$ cat config.mk
export PLATFORM = sky130hd
export DESIGN_NAME = universal_shift_register_n
export DESIGN_NICKNAME = d
export VERILOG_FILES = /design/src/rtl/univ_shreg_pkg.sv /design/src/rtl/univ_shreg_cell.sv /design/src/rtl/universal_shift_register_n.sv
export SDC_FILE = /design/constraint.sdc
export NUM_CORES = 1
export LEC_CHECK = 0
export CORE_ASPECT_RATIO = 0.5
export CORE_MARGIN = 2
export CORE_UTILIZATION = 35
export CTS_CLUSTER_DIAMETER = 50
export DETAILED_ROUTE_END_ITERATION = 6
export GPL_TIMING_DRIVEN = 0
export PLACE_DENSITY = 0.61
export SYNTH_ARGS = -nofsm -noshare
export SYNTH_HDL_FRONTEND = slang
export SYNTH_SLANG_ARGS = --single-unit
export TNS_END_PERCENT = 5
$ cat constraint.sdc
create_clock -name clk -period 1.5 [get_ports clk]
set_clock_uncertainty 0.1 [all_clocks]
set_input_delay 0.3 -clock clk [delete_from_list [all_inputs] [get_ports clk]]
set_output_delay 0.3 -clock clk [all_outputs]
set_load 0.1 [all_outputs]
$ cat src/rtl/univ_shreg_pkg.sv
// univ_shreg_pkg
// Shared encodings for universal_shift_register_n and its bit cell:
//   - mode select encodings (hold / shift right / shift left / parallel load)
//   - burst direction constants
//   - burst FSM state type
package univ_shreg_pkg;

    localparam logic [1:0] MODE_HOLD = 2'b00;
    localparam logic [1:0] MODE_SHR  = 2'b01;
    localparam logic [1:0] MODE_SHL  = 2'b10;
    localparam logic [1:0] MODE_LOAD = 2'b11;

    localparam logic DIR_RIGHT = 1'b0;
    localparam logic DIR_LEFT  = 1'b1;

    typedef enum logic {
        IDLE  = 1'b0,
        SHIFT = 1'b1
    } state_t;

endpackage

$ cat src/rtl/univ_shreg_cell.sv
// univ_shreg_cell
// One register bit: 4:1 next-value mux plus a flop with async active-high reset.
// Ports:
//   clk, reset     clock, asynchronous active-high reset (clears the bit)
//   sel_i          MODE_* select for this edge
//   right_nb_i     value taken on a right shift (left-hand neighbour / serial in)
//   left_nb_i      value taken on a left shift (right-hand neighbour / serial in)
//   din_i          parallel load bit
//   q_o            stored bit
module univ_shreg_cell
    import univ_shreg_pkg::*;
(
    input  logic       clk,
    input  logic       reset,
    input  logic [1:0] sel_i,
    input  logic       right_nb_i,
    input  logic       left_nb_i,
    input  logic       din_i,
    output logic       q_o
);

    logic bit_q;
    logic bit_d;

    always_comb begin
        bit_d = bit_q;
        case (sel_i)
            MODE_HOLD: bit_d = bit_q;
            MODE_SHR:  bit_d = right_nb_i;
            MODE_SHL:  bit_d = left_nb_i;
            MODE_LOAD: bit_d = din_i;
            default:   bit_d = bit_q;
        endcase
    end

    always_ff @(posedge clk or posedge reset) begin
        if (reset) bit_q <= 1'b0;
        else       bit_q <= bit_d;
    end

    assign q_o = bit_q;

endmodule

$ cat src/rtl/universal_shift_register_n.sv
// universal_shift_register_n
// WIDTH-bit universal shift register (hold / right / left / load) with an
// autonomous burst engine that performs burst_len shifts in one direction
// and pulses done when finished.
// Optional feature macro: UNIV_SHREG_ROTATE_EN adds the rot input, which
// turns every shift into a rotate (serial inputs ignored).
// Ports:
//   clk, reset        clock, asynchronous active-high reset
//   rot               (UNIV_SHREG_ROTATE_EN only) rotate instead of shift
//   en, mode          manual operation enable and select (ignored while busy)
//   sin_r, sin_l      serial inputs for right / left shifts
//   din               parallel load data
//   start, burst_dir, burst_len   burst request, sampled only when idle
//   q, sout_r, sout_l register contents and serial outputs
//   busy, done        burst in progress / one-cycle completion pulse
module universal_shift_register_n
    import univ_shreg_pkg::*;
#(
    parameter  int WIDTH = 8,
    localparam int CNT_W = $clog2(WIDTH + 1)
) (
    input  logic             clk,
    input  logic             reset,
`ifdef UNIV_SHREG_ROTATE_EN
    input  logic             rot,
`endif
    input  logic             en,
    input  logic [1:0]       mode,
    input  logic             sin_r,
    input  logic             sin_l,
    input  logic [WIDTH-1:0] din,
    input  logic             start,
    input  logic             burst_dir,
    input  logic [CNT_W-1:0] burst_len,
    output logic [WIDTH-1:0] q,
    output logic             sout_r,
    output logic             sout_l,
    output logic             busy,
    output logic             done
);

    state_t           state_q;
    logic [CNT_W-1:0] cnt_q;
    logic             dir_q;
    logic             busy_q;
    logic             done_q;

    logic [WIDTH-1:0] q_q;
    logic [1:0]       sel_d;
    logic             sin_r_eff;
    logic             sin_l_eff;
    logic [WIDTH-1:0] right_src;
    logic [WIDTH-1:0] left_src;

    // A start request in IDLE takes priority over manual mode, and the
    // register never moves on the start edge itself.
    always_comb begin
        sel_d = MODE_HOLD;
        if (state_q == SHIFT)
            sel_d = (dir_q == DIR_LEFT) ? MODE_SHL : MODE_SHR;
        else if (!start && en)
            sel_d = mode;
    end

`ifdef UNIV_SHREG_ROTATE_EN
    assign sin_r_eff = rot ? q_q[0]       : sin_r;
    assign sin_l_eff = rot ? q_q[WIDTH-1] : sin_l;
`else
    assign sin_r_eff = sin_r;
    assign sin_l_eff = sin_l;
`endif

    assign right_src = {sin_r_eff, q_q[WIDTH-1:1]};
    assign left_src  = {q_q[WIDTH-2:0], sin_l_eff};

    for (genvar i = 0; i < WIDTH; i++) begin : g_cell
        univ_shreg_cell u_cell (
            .clk        (clk),
            .reset      (reset),
            .sel_i      (sel_d),
            .right_nb_i (right_src[i]),
            .left_nb_i  (left_src[i]),
            .din_i      (din[i]),
            .q_o        (q_q[i])
        );
    end

    always_ff @(posedge clk or posedge reset) begin
        if (reset) begin
            state_q <= IDLE;
            cnt_q   <= '0;
            dir_q   <= DIR_RIGHT;
            busy_q  <= 1'b0;
            done_q  <= 1'b0;
        end else begin
            done_q <= 1'b0;
            case (state_q)
                IDLE: begin
                    if (start) begin
                        if (burst_len != '0) begin
                            cnt_q   <= burst_len;
                            dir_q   <= burst_dir;
                            busy_q  <= 1'b1;
                            state_q <= SHIFT;
                        end else begin
                            // Zero-length burst completes immediately.
                            done_q <= 1'b1;
                        end
                    end
                end
                SHIFT: begin
                    cnt_q <= cnt_q - CNT_W'(1);
                    if (cnt_q == CNT_W'(1)) begin
                        busy_q  <= 1'b0;
                        done_q  <= 1'b1;
                        state_q <= IDLE;
                    end
                end
                default: state_q <= IDLE;
            endcase
        end
    end

    assign q      = q_q;
    assign sout_r = q_q[0];
    assign sout_l = q_q[WIDTH-1];
    assign busy   = busy_q;
    assign done   = done_q;

endmodule

-- After elaboration in Yosys (flattened, before gate mapping)
Cells that the tools add are included.
- bits in registers: 16
- bits in latches: 0
- memory bits (writable): 0
- bits in read-only memories: 0
- bits of input ports: 21
- output and inout bits: 12
- logic and storage cells: 55
- memories: 0
- add/sub/neg operators: 1
- multipliers: 0
- div/mod/pow operators: 0
- $lt $le $gt $ge: 0
- equal/unequal tests: 7
- shift-type cells: 0
- mux-type cells: 26
- bitwise logic cells: 1
- reductions and logical operators: 7
- operators by type and width (operator ; count):
    case mux 1 bit (3 select lines) ; 8
    2-to-1 mux 1 bit ; 9
    2-to-1 mux 4 bit ; 2
    case mux 4 bit (2 select lines) ; 1
    2-to-1 mux 2 bit ; 3
    case mux 1 bit (2 select lines) ; 3
    AND reduction 3 bit ; 2
    == test 2 bit (second input constant) ; 2
    == test 4 x 1 -> 1 bit (second input constant) ; 1
    inequality test 2 bit (second input constant) ; 2
    nonzero test 4 bit ; 1
    subtractor 4 x 1 -> 4 bit (second input constant) ; 1
    == test 2 x 1 -> 1 bit (second input constant) ; 1
    logical NOT 2 bit ; 1
    inequality test 2 x 1 -> 1 bit (second input constant) ; 1
    AND reduction 2 bit ; 1
    logical AND 1 bit ; 1
    logical NOT 1 bit ; 1
    NOT 1 bit ; 1

-- Depth between registers and ports, before layout
- depth in word-level cells: 6
- mapped depth: 5
- mapped depth without buffers: 5

-- By module
From an unflattened synthesis, not the netlist that was laid out.
- cell total of the unflattened synthesis: 71
- area total of the unflattened synthesis: 882.1 um^2
- by module, submodules not included (module ; times used ; cells an instance ; area an instance (um^2) ; seq. area each (um^2)):
    universal_shift_register_n ; 1 ; 47 ; 471.7 ; 200.2
    univ_shreg_cell ; 8 ; 3 ; 51.3 ; 25.0

-- Least setup slack after synthesis
No wires, ideal clock.
- path type: register to output
- from: register g_cell[0].u_cell.bit_q
- to: output q[0]
- arrival time: 1.356 ns
- data required time: 1.100 ns
- path slack: -0.256 ns
- stages on the path, launching flop included: 2
- buffers on the path: 1
- cell sequence: dfrtp_1 -> buf_4
- RTL lines (item ; line ; source):
    start: declaration ; univ_shreg_cell.sv:22 ; logic bit_q;
    start signal: assignment ; univ_shreg_cell.sv:38 ; else bit_q <= bit_d;
    end: declaration ; universal_shift_register_n.sv:35 ; output logic [WIDTH-1:0] q,
No word-level cell between the ends.

-- Worst setup path after layout
- from: register g_cell[0].u_cell.bit_q
- to: output sout_r
- RTL lines (item ; line ; source):
    end: declaration ; universal_shift_register_n.sv:36 ; output logic sout_r,
No word-level cell between the ends.

==> impl_metrics.tcl <==
set metrics [dict create \
    antenna_found_initial 0 \
    end_kind "primary output" \
    critPathMaxFanout 4 \
    max_slew_margin_pct 56.9 \
    port-buffer-count 31 \
    critPathKind "register to primary output" \
    period_share_pct 97.6 \
    ys_async_sr_fraction_pct 100 \
    drv_cap 0 \
    drive_above_1_share_pct 25.8 \
    worst_slack_ns 0.0359 \
    grt_max_degree 17 \
    finalNetCount 175 \
    ys_ff_latch 16 \
    num_rows 13 \
    cts_root_buf "clkbuf_8" \
    rsz0062_at_grt "no" \
    die_h_um 41.5 \
    die_w_um 78.9 \
    setup_viol 0 \
    synth_edf_count 0 \
    syn_area_per_cell_sq_um 8.47 \
    synthesis.nets 139 \
    crit_slowest_cell "buf_2" \
    grt_pass1_vias 905 \
    yosys_warnings 0 \
    cts_made_buffers 3 \
    wl_met2_um 1080 \
    synth.most_common_cell "nand2_1" \
    cts_max_level 1 \
    drcViolationCount 0 \
    crit_path_start "g_cell[0].u_cell.q_o" \
    track_usage_pct 16.5 \
    rr_startpoint "state_q" \
    grt_pass1_wl_um 4300 \
    pre_cts_ws_ns -0.534 \
    wire_per_inst_um 12.6 \
    max_stage_delay_ns 0.43 \
    vias 936 \
    path_clk_slew_ns 0.06 \
    synthTopCellsByArea "dfrtp_1 41%, nand2_1 11%, a21o_1 6.1%" \
    drt-initial-drc-count 51 \
    grt_overflow 0 \
    max_freq_mhz 683 \
    highest_layer "met4" \
    clockBufferDepth 2 \
    fin_cells 188 \
    slew_violations 0 \
    first_pass_iters 4 \
    synth_cells 116 \
    cts_tree "yes" \
    synth_top_area_share_pct 40.8 \
    hold_path.class "input pin to asynchronous set/reset pin" \
    area_growth_pct 43.7 \
    hold_viol_final 0 \
    initial_core_util_pct 37.3 \
    core_area_sq_mm 0.00264 \
    pin_count 33 \
    place_area_sq_mm 0.00134 \
    clk_latency_ns 0.25 \
    ys.flop_type "dfrtp_1" \
    crit_path_cell_trace "buf_2" \
    reg2reg_depth 4 \
    required_ns 1.10 \
    critPathLaunchType "register" \
    avgViaCountPerCell 4.98 \
    yosys.area.top_type "dfrtp_1" \
    r2r-end "dir_q" \
    final.setup.tns_ns 0 \
    fin_crit_ns 1.46 \
    cts_hold_buf 0 \
    placed_cells 184 \
    ys_seq_area_share_pct 40.8 \
    gp_congestion 0.796 \
    wl_met1_um 1160 \
    drtAntennaViolNets 0 \
    worst-path-buf-inv 1 \
    rrSetupSlack_ns 0.08 \
    wl_met3_um 106 \
    antenna_cells 0 \
    final_area_sq_mm 0.00141 \
    tightest_slew_ns 0.646 \
    dieArea_sq_mm 0.00327 \
    clock-sinks 16 \
    status "completed" \
    synth_cell_types 25 \
    synth_common_cells "28 x nand2_1, 16 x dfrtp_1, 9 x nor3_1" \
    crit_family "buffers and inverters" \
    crit_arrival_ns 1.06 \
    routed_wl_um 2370 \
    dp_hpwl_um 1700 \
    synth.cell_area_sq_um 982 \
]
-- cell usage in the layout (no fill, tap or decap) --
master,synthesis,layout
a31oi_1,8,8
a211oi_1,1,1
and3_4,1,1
clkdlybuf4s15_1,0,3
a21boi_0,1,1
clkbuf_4,0,2
o21ai_0,2,2
nor3_1,9,9
a21oi_4,0,1
nand3_1,1,1
and2_1,1,1
clkdlybuf4s50_1,0,12
or4_4,1,1
dlygate4sd2_1,0,4
dfrtp_2,0,1
ha_1,2,2
buf_4,8,17
a21oi_1,7,6
xnor2_1,2,2
nand2_2,0,1
buf_2,2,5
nand2_1,28,27
clkbuf_2,0,1
nor2_1,2,2
nor4bb_4,0,1
mux2_4,1,1
buf_6,0,1
a221oi_1,3,3
a22o_4,0,1
dfrtp_1,16,15
a21o_1,8,8
clkbuf_8,0,4
nor3b_4,0,1
inv_1,5,5
-- stage by stage --
stage / utilization [%] / hold WS [ns]
6_report: 53.6 / 0.327
3_3_place_gp: 50.9 / 0.431
4_1_cts: 52.6 / 0.320
2_1_floorplan: - / 0.114
5_1_grt: 53.6 / 0.377
3_5_place_dp: 50.9 / 0.430
-- sequential cells by signal (all words and copies together) (netlist names) --
register,flops
busy,1
cnt_q,4
dir_q,1
done,1
g_cell.u_cell.q_o,8
state_q,1
-- worst max path at each step --
stage                                end  slack, ns  depth (start not counted)
CTS                                dir_q      0.002                          4
global route        g_cell[4].u_cell.q_o      0.003                          4
finish                            sout_r       0.04                          1
floorplan                           q[7]      -0.26                          1
detailed placement  g_cell[1].u_cell.q_o      -0.53                          6
global placement                    q[6]      -0.52                          2
-- cells by family (layout without fill, tap and decap cells) --
group	Yosys count	in the layout	synth area share, %
muxes	1	1	1.53
DFF	16	16	40.8
AOI/OAI and AO/OA	31	31	21.0
xor gates and xnor gates	2	2	1.78
and+or+nand+nor	45	45	21.8
buffers and inverters	19	54	10.6
adders and majority gates	2	2	2.55
-- repair_timing --
item / in CTS / in global routing
buffers inserted: 1 / 0
pin swaps: 3 / 3
gates resized for setup: 84 / 10
endpoints found under the setup margin: 28 / 13
-- cell type report --
cell class                 instances  area [sq um]
buffer                            13          93.8
clock buffer                       4          55.1
fill                             265          1220
inverter                           5          18.8
multi-input combinational         81           520
sequential                        16           402
tap                               37          46.3
timing repair buffer              32           275
-- routing by layer --
layer,vias up,global-route usage (%)
met4,0,5.86
li1,468,-
met3,5,3.91
met2,24,25.5
met1,439,22.9
met5,-,0
Power is not shown: default switching activity piles up to over one toggle a cycle in this logic, so the estimate is an artifact.
